## config.mk

```make
export PLATFORM = sky130hd
export DESIGN_NAME = vga_scan_ctrl
export DESIGN_NICKNAME = d
export VERILOG_FILES = /design/src/rtl/vga_scan_ctrl_pkg.sv /design/src/rtl/vga_scan_ctrl_delay_line.sv /design/src/rtl/vga_scan_ctrl.sv
export SDC_FILE = /design/constraint.sdc
export NUM_CORES = 1
export LEC_CHECK = 0
export CAP_MARGIN = 25
export CORE_ASPECT_RATIO = 1.75
export CORE_MARGIN = 2
export CORE_UTILIZATION = 55
export CTS_CLUSTER_DIAMETER = 200
export DETAILED_ROUTE_END_ITERATION = 7
export PLACE_DENSITY_LB_ADDON = 0.2
export SLEW_MARGIN = 20
export SYNTH_ARGS = -nofsm -noshare
export SYNTH_HDL_FRONTEND = slang
export SYNTH_SLANG_ARGS = --single-unit
```

## constraint.sdc

```tcl
create_clock -name clk -period 3.8 [get_ports clk]
set_input_delay 1.14 -clock clk [delete_from_list [all_inputs] [get_ports clk]]
set_output_delay 1.14 -clock clk [all_outputs]
set_load 0.05 [all_outputs]
```

## src/rtl/vga_scan_ctrl_pkg.sv

```systemverilog
// Timing constants for 800x600@72, framebuffer geometry and RGB444 field helpers
// shared by the VGA scan path.
package vga_scan_ctrl_pkg;

   localparam int DEF_H_VISIBLE = 800;
   localparam int DEF_H_FP      = 56;
   localparam int DEF_H_SYNC    = 120;
   localparam int DEF_H_BP      = 64;
   localparam int DEF_V_VISIBLE = 600;
   localparam int DEF_V_FP      = 37;
   localparam int DEF_V_SYNC    = 6;
   localparam int DEF_V_BP      = 23;
   localparam bit DEF_SYNC_POL  = 1'b1;
   localparam int DEF_FB_W      = 200;
   localparam int DEF_FB_H      = 150;
   localparam int DEF_SCALE_SH  = 2;
   localparam int DEF_RAM_LAT   = 1;

   localparam int FB_ADDR_W = 15;
   localparam int RGB_W     = 12;
   localparam int R_LSB     = 8;
   localparam int G_LSB     = 4;
   localparam int B_LSB     = 0;

   // Per-pixel control bits that travel alongside the framebuffer read.
   typedef struct packed {
      logic de;
      logic hs;
      logic vs;
   } scan_ctl_t;

   function automatic logic [3:0] rgb_red(input logic [RGB_W-1:0] p);
      return p[R_LSB +: 4];
   endfunction

   function automatic logic [3:0] rgb_green(input logic [RGB_W-1:0] p);
      return p[G_LSB +: 4];
   endfunction

   function automatic logic [3:0] rgb_blue(input logic [RGB_W-1:0] p);
      return p[B_LSB +: 4];
   endfunction

endpackage

```

## src/rtl/vga_scan_ctrl_delay_line.sv

```systemverilog
// N-stage shift register with asynchronous reset to a fixed value; keeps
// DE/HS/VS in step with the framebuffer read pipeline.
module vga_delay_line #(
   parameter int           W       = 1,
   parameter int           N       = 1,
   parameter logic [W-1:0] RST_VAL = '0
) (
   input  logic         clk,
   input  logic         rst,
   input  logic [W-1:0] d,
   output logic [W-1:0] q
);

   logic [W-1:0] stage [N];

   always_ff @(posedge clk or posedge rst) begin
      if (rst) begin
         for (int i = 0; i < N; i++) stage[i] <= RST_VAL;
      end else begin
         stage[0] <= d;
         for (int i = 1; i < N; i++) stage[i] <= stage[i-1];
      end
   end

   assign q = stage[N-1];

endmodule

```

## src/rtl/vga_scan_ctrl.sv

```systemverilog
// VGA timing generator and framebuffer scanner: walks the screen, reads the
// replicated framebuffer over one port and drives registered RGB444/HS/VS.
module vga_scan_ctrl
   import vga_scan_ctrl_pkg::*;
#(
   parameter int H_VISIBLE = DEF_H_VISIBLE,
   parameter int H_FP      = DEF_H_FP,
   parameter int H_SYNC    = DEF_H_SYNC,
   parameter int H_BP      = DEF_H_BP,
   parameter int V_VISIBLE = DEF_V_VISIBLE,
   parameter int V_FP      = DEF_V_FP,
   parameter int V_SYNC    = DEF_V_SYNC,
   parameter int V_BP      = DEF_V_BP,
   parameter bit SYNC_POL  = DEF_SYNC_POL,
   parameter int FB_W      = DEF_FB_W,
   parameter int FB_H      = DEF_FB_H,
   parameter int SCALE_SH  = DEF_SCALE_SH,
   parameter int RAM_LAT   = DEF_RAM_LAT
) (
   input  logic                 clk,
   input  logic                 rst,
   input  logic                 blank_force,
   output logic [FB_ADDR_W-1:0] fb_addr,
   input  logic [RGB_W-1:0]     fb_data,
   output logic [3:0]           vga_r,
   output logic [3:0]           vga_g,
   output logic [3:0]           vga_b,
   output logic                 vga_hs,
   output logic                 vga_vs,
   output logic                 frame_start,
   output logic                 vblank
);

   localparam int H_TOTAL = H_VISIBLE + H_FP + H_SYNC + H_BP;
   localparam int V_TOTAL = V_VISIBLE + V_FP + V_SYNC + V_BP;
   localparam int HW      = $clog2(H_TOTAL);
   localparam int VW      = $clog2(V_TOTAL);

   localparam logic [HW-1:0] H_VIS_C   = HW'(H_VISIBLE);
   localparam logic [HW-1:0] H_SYNC_LO = HW'(H_VISIBLE + H_FP);
   localparam logic [HW-1:0] H_SYNC_HI = HW'(H_VISIBLE + H_FP + H_SYNC);
   localparam logic [HW-1:0] H_LAST    = HW'(H_TOTAL - 1);
   localparam logic [VW-1:0] V_VIS_C   = VW'(V_VISIBLE);
   localparam logic [VW-1:0] V_SYNC_LO = VW'(V_VISIBLE + V_FP);
   localparam logic [VW-1:0] V_SYNC_HI = VW'(V_VISIBLE + V_FP + V_SYNC);
   localparam logic [VW-1:0] V_LAST    = VW'(V_TOTAL - 1);

   localparam logic [FB_ADDR_W-1:0] FB_W_C   = FB_ADDR_W'(FB_W);
   localparam scan_ctl_t            CTL_IDLE = '{de: 1'b0, hs: ~SYNC_POL, vs: ~SYNC_POL};

   if ((H_VISIBLE != (FB_W << SCALE_SH)) || (V_VISIBLE != (FB_H << SCALE_SH))) begin : g_geom_err
      $error("vga_scan_ctrl: visible area must be the framebuffer scaled by 1<<SCALE_SH");
   end
   if ((RAM_LAT < 1) || (RAM_LAT > 3)) begin : g_lat_err
      $error("vga_scan_ctrl: RAM_LAT must be in 1..3");
   end
   if ((SCALE_SH < 1) || (FB_W * FB_H > (1 << FB_ADDR_W))) begin : g_size_err
      $error("vga_scan_ctrl: SCALE_SH must be >= 1 and the framebuffer must fit the address port");
   end

   logic [HW-1:0]        h_cnt;
   logic [VW-1:0]        v_cnt;
   logic                 h_end;
   logic                 v_end;
   logic                 h_vis;
   logic                 v_vis;
   logic                 hs_act;
   logic                 vs_act;

   logic [SCALE_SH-1:0]  col_sub;
   logic [SCALE_SH-1:0]  row_sub;
   logic [SCALE_SH-1:0]  row_sub_nxt;
   logic [FB_ADDR_W-1:0] row_base;
   logic [FB_ADDR_W-1:0] row_base_nxt;
   logic [FB_ADDR_W-1:0] pix_addr;

   scan_ctl_t            ctl_raw;
   scan_ctl_t            ctl_dly;
   logic [RGB_W-1:0]     rgb_q;

   assign h_end  = (h_cnt == H_LAST);
   assign v_end  = (v_cnt == V_LAST);
   assign h_vis  = (h_cnt < H_VIS_C);
   assign v_vis  = (v_cnt < V_VIS_C);
   assign hs_act = (h_cnt >= H_SYNC_LO) && (h_cnt < H_SYNC_HI);
   assign vs_act = (v_cnt >= V_SYNC_LO) && (v_cnt < V_SYNC_HI);

   always_ff @(posedge clk or posedge rst) begin
      if (rst) begin
         h_cnt <= '0;
         v_cnt <= '0;
      end else if (h_end) begin
         h_cnt <= '0;
         v_cnt <= v_end ? '0 : v_cnt + 1'b1;
      end else begin
         h_cnt <= h_cnt + 1'b1;
      end
   end

   // Row bookkeeping applied at end of line: advance one framebuffer row
   // every 1<<SCALE_SH visible lines, restart at the top on frame wrap.
   always_comb begin
      row_sub_nxt  = row_sub;
      row_base_nxt = row_base;
      if (v_end) begin
         row_sub_nxt  = '0;
         row_base_nxt = '0;
      end else if (v_vis) begin
         row_sub_nxt = row_sub + 1'b1;
         if (row_sub == '1) row_base_nxt = row_base + FB_W_C;
      end
   end

   // pix_addr always equals row_base + (h_cnt >> SCALE_SH) while h is visible.
   always_ff @(posedge clk or posedge rst) begin
      if (rst) begin
         col_sub  <= '0;
         row_sub  <= '0;
         row_base <= '0;
         pix_addr <= '0;
      end else if (h_end) begin
         col_sub  <= '0;
         row_sub  <= row_sub_nxt;
         row_base <= row_base_nxt;
         pix_addr <= row_base_nxt;
      end else if (h_vis) begin
         col_sub <= col_sub + 1'b1;
         if (col_sub == '1) pix_addr <= pix_addr + 1'b1;
      end
   end

   always_ff @(posedge clk or posedge rst) begin
      if (rst) begin
         fb_addr     <= '0;
         frame_start <= 1'b0;
         vblank      <= 1'b0;
      end else begin
         fb_addr     <= (h_vis && v_vis) ? pix_addr : '0;
         frame_start <= (h_cnt == '0) && (v_cnt == '0);
         vblank      <= !v_vis;
      end
   end

   always_comb begin
      ctl_raw    = CTL_IDLE;
      ctl_raw.de = h_vis && v_vis;
      ctl_raw.hs = hs_act ? SYNC_POL : ~SYNC_POL;
      ctl_raw.vs = vs_act ? SYNC_POL : ~SYNC_POL;
   end

   // One stage for the address register plus RAM_LAT for the RAM lands the
   // control bits on the cycle fb_data is valid; the pin register adds the last.
   vga_delay_line #(
      .W       ($bits(scan_ctl_t)),
      .N       (RAM_LAT + 1),
      .RST_VAL (CTL_IDLE)
   ) u_ctl_dly (
      .clk (clk),
      .rst (rst),
      .d   (ctl_raw),
      .q   (ctl_dly)
   );

   always_ff @(posedge clk or posedge rst) begin
      if (rst) begin
         rgb_q  <= '0;
         vga_hs <= ~SYNC_POL;
         vga_vs <= ~SYNC_POL;
      end else begin
         rgb_q  <= (ctl_dly.de && !blank_force) ? fb_data : '0;
         vga_hs <= ctl_dly.hs;
         vga_vs <= ctl_dly.vs;
      end
   end

   assign vga_r = rgb_red(rgb_q);
   assign vga_g = rgb_green(rgb_q);
   assign vga_b = rgb_blue(rgb_q);

endmodule

```

==> results.toml <==
[layout]
antenna-diode-count = 0
num-fill-cells = 634
utilization_pct = 67.0
drive_above_1_share_pct = 6.49
syn2layout_area_growth_pct = 19.4
fin_nets = 467

[clock_tree]
tritoncts_clock_tree = "yes"
clockRootBuffer = "clkbuf_16"
inserted_clock_buffers = 9
cts_max_path_buffers = 2
clock_sink_count = 92
post_cts_resized = 0
cts_hold_buf = 0
clock_insertion_delay_worst_skew_ps = 350
cts_htree_levels = 3
cts.reportedPaths.clkPinSlew_ps = 70
post-cts-setup-buffer-count = 0

[yosys]
yosysWarningCount = 0
yosysUniqueCellTypes = 51
synth_sequential_area_ratio_pct = 54.5
synth.cells.most_frequent = "92 x dfrtp_1, 30 x nand2_1, 29 x and2_1, 29 x nor2_1, 22 x xnor2_1"
synth.ff_latch_count = 92
syn_area_sq_um = 4220
synth_top_area_share_pct = 54.5
synth_largest_area_cell = "dfrtp_1"
synth_edf_count = 0
netlist_instances = 400
synthesis.nets = 425
async_flop_share_pct = 100
yosys.cell_count.top_type = "dfrtp_1"
synth.area.top_cells = "dfrtp_1 55%, xnor2_1 4.6%, and2_1 4.3%"
syn_area_per_cell_sq_um = 10.6
synth_ff_type = "dfrtp_1"

[sta]
measured_slew_at_the_worst_slew_check_pin_ps = 918
final.setup_skew_ps = 8.30
setup-violations-final = 0
tns_ps = 0
final-hold-violation-count = 0
timing.max_slew.rel_slack_pct = 38.3
final_period_minus_worst_setup_slack_ps = 2650
grt_setup_unrepaired = "no"
timing_max_transition_violations_final = 0
part_of_the_cycle_the_worst_path_needs_pct = 69.8
fmax_mhz = 377

[critical_path]
cp-end-kind = "flip-flop"
critical_path_required_ps = 4030
top_fanout_value_on_the_critical_path = 13
worst_ep_arrival_time_ps = 2880
setup.worst_path.start_class = "flip-flop"
timing_worst_setup_path_type = "reg2reg"

[global_route]
grt_start_max_net_pins = 59
grt_antenna_before_repair = 0
grt-ovfl-total = 0
grt_use_total_pct = 23.6
number_of_global_route_vias_before_repair = 3166
grt_pass1_wl_um = 15300

[power]
cellPowerDensity_nw_per_um2 = 389
total_leakage_power_nw = 2.18
max-vdd-ir-drop_mv = 0.266

[drt]
ant_nets = 0
detail_route.wl_per_cell_um = 16.9
firstDrtPassIters = 4
detail_route.iter0.violations = 222
drt_drc_violations_left = 0
detailroute.via_count = 3102
via_per_inst = 5.80
route.final.wire_length_um = 9020

[run]
maxCapViolations = 0

[worst_hold_path]
hold_path_class = "reg2reg"

[placement]
place_congestion = 0.889
io_buffers = 45
dp_hpwl_um = 6510

[die]
io-pin-count = 46
core_sq_um = 7510
fp.dieW_um = 70.2
die_span_y_um = 120
die_area_sq_um = 8420
placementRows = 42
initial_utilization_pct = 56.2

[run_status]
status = "finished clean"
==> cell usage in the layout (no fill, tap or decap), types with 10 or more instances in the layout <==
master,Yosys,layout
dfrtp_1,92,92
clkdlybuf4s50_1,0,45
nand2_1,30,30
nor2_1,29,29
and2_1,29,29
xnor2_1,22,22
o21ai_0,14,14
o21ai_1,14,14
nand3_1,13,13
xor2_1,11,11
a21oi_1,11,11
o22ai_1,10,10
and3_1,10,10
ha_1,10,10
==> worst max-delay path: stages, from the launching register on <==
cell and delay [ps]:
dfrtp_1 410, or3_1 450, nor4_1 530, nand2b_1 500
buf_4 280, nor2_1 80, mux2_2 280
==> metrics by stage <==
| stage | hold slack, ps | area (sq um) | setup slack [ps] | std cells | power (mW) |
|---|---|---|---|---|---|
| CTS | 350 | 5040 | 1150 | 535 | 1.98 |
| detailed placement | 336 | 4740 | 1170 | 519 | 1.09 |
| global placement | 333 | 4740 | 1290 | 519 | 1.08 |
| global route | 352 | 5040 | 955 | 535 | 2.02 |
| floorplan | 331 | 4220 | 268 | 400 | 1.05 |
| finish | 349 | 5040 | 1150 | 535 | 1.96 |
==> path summary, 6_finish.rpt <==
check / from / endpoint / slack [ps] / cells after the start
max: v_cnt[6] / row_sub[0] / 1150 / 6
min: u_ctl_dly.q[1] / vga_hs / 350 / 0
max reg2reg: v_cnt[6] / row_sub[0] / 1150 / 6
min reg2reg: u_ctl_dly.q[1] / vga_hs / 350 / 0
max in group asynchronous: rst / pix_addr[0] / 1930 / 3
min in group asynchronous: rst / vga_vs / 1170 / 2
==> metal layers <==
layer	up-vias	routed length (um)	part of all wire (%)	track usage (%)
met2	87	5170	57	44.2
li1	1486	-	-	-
met4	0	261	2.9	12.0
met5	-	0	0	0
met3	22	277	3.1	3.44
met1	1507	3320	37	24.8
==> layout make-up <==
class	instances	area, sq um	share of cell area (%)
clock inverters	7	73.8	1.47
well taps	88	110	2.19
flip-flops and latches	92	2300	45.7
clock buffers	9	225	4.47
repair buffers	48	485	9.63
inverters	10	38.8	0.770
multi-input cells	281	1800	35.8
==> where the power goes <==
group / total [mW] / switching (mW) / internal [mW]
Sequential: 0.987 / 0.00152 / 0.986
Clock: 0.893 / 0.381 / 0.513
Combinational: 0.0774 / 0.0489 / 0.0286
Total: 1.96 / 0.431 / 1.53
==> logic make-up after synthesis <==
kind of cell               synth area share [%]
xor gates and xnor gates                   6.85
and+or+nand+nor                            21.1
buffers and inverters                      2.76
DFF                                        54.5
AOI/OAI and AO/OA                          10.8
muxes                                     0.978
adders and majority gates                  2.96
==> flip-flops by register name (all words and copies together), names as in the netlist, 2 cells and up <==
signal / cells
fb_addr: 15
pix_addr: 15
row_base: 15
rgb_q: 12
h_cnt: 11
v_cnt: 10
u_ctl_dly.q: 3
u_ctl_dly.stage: 3
col_sub: 2
row_sub: 2
(Power assumes the default switching activity.)
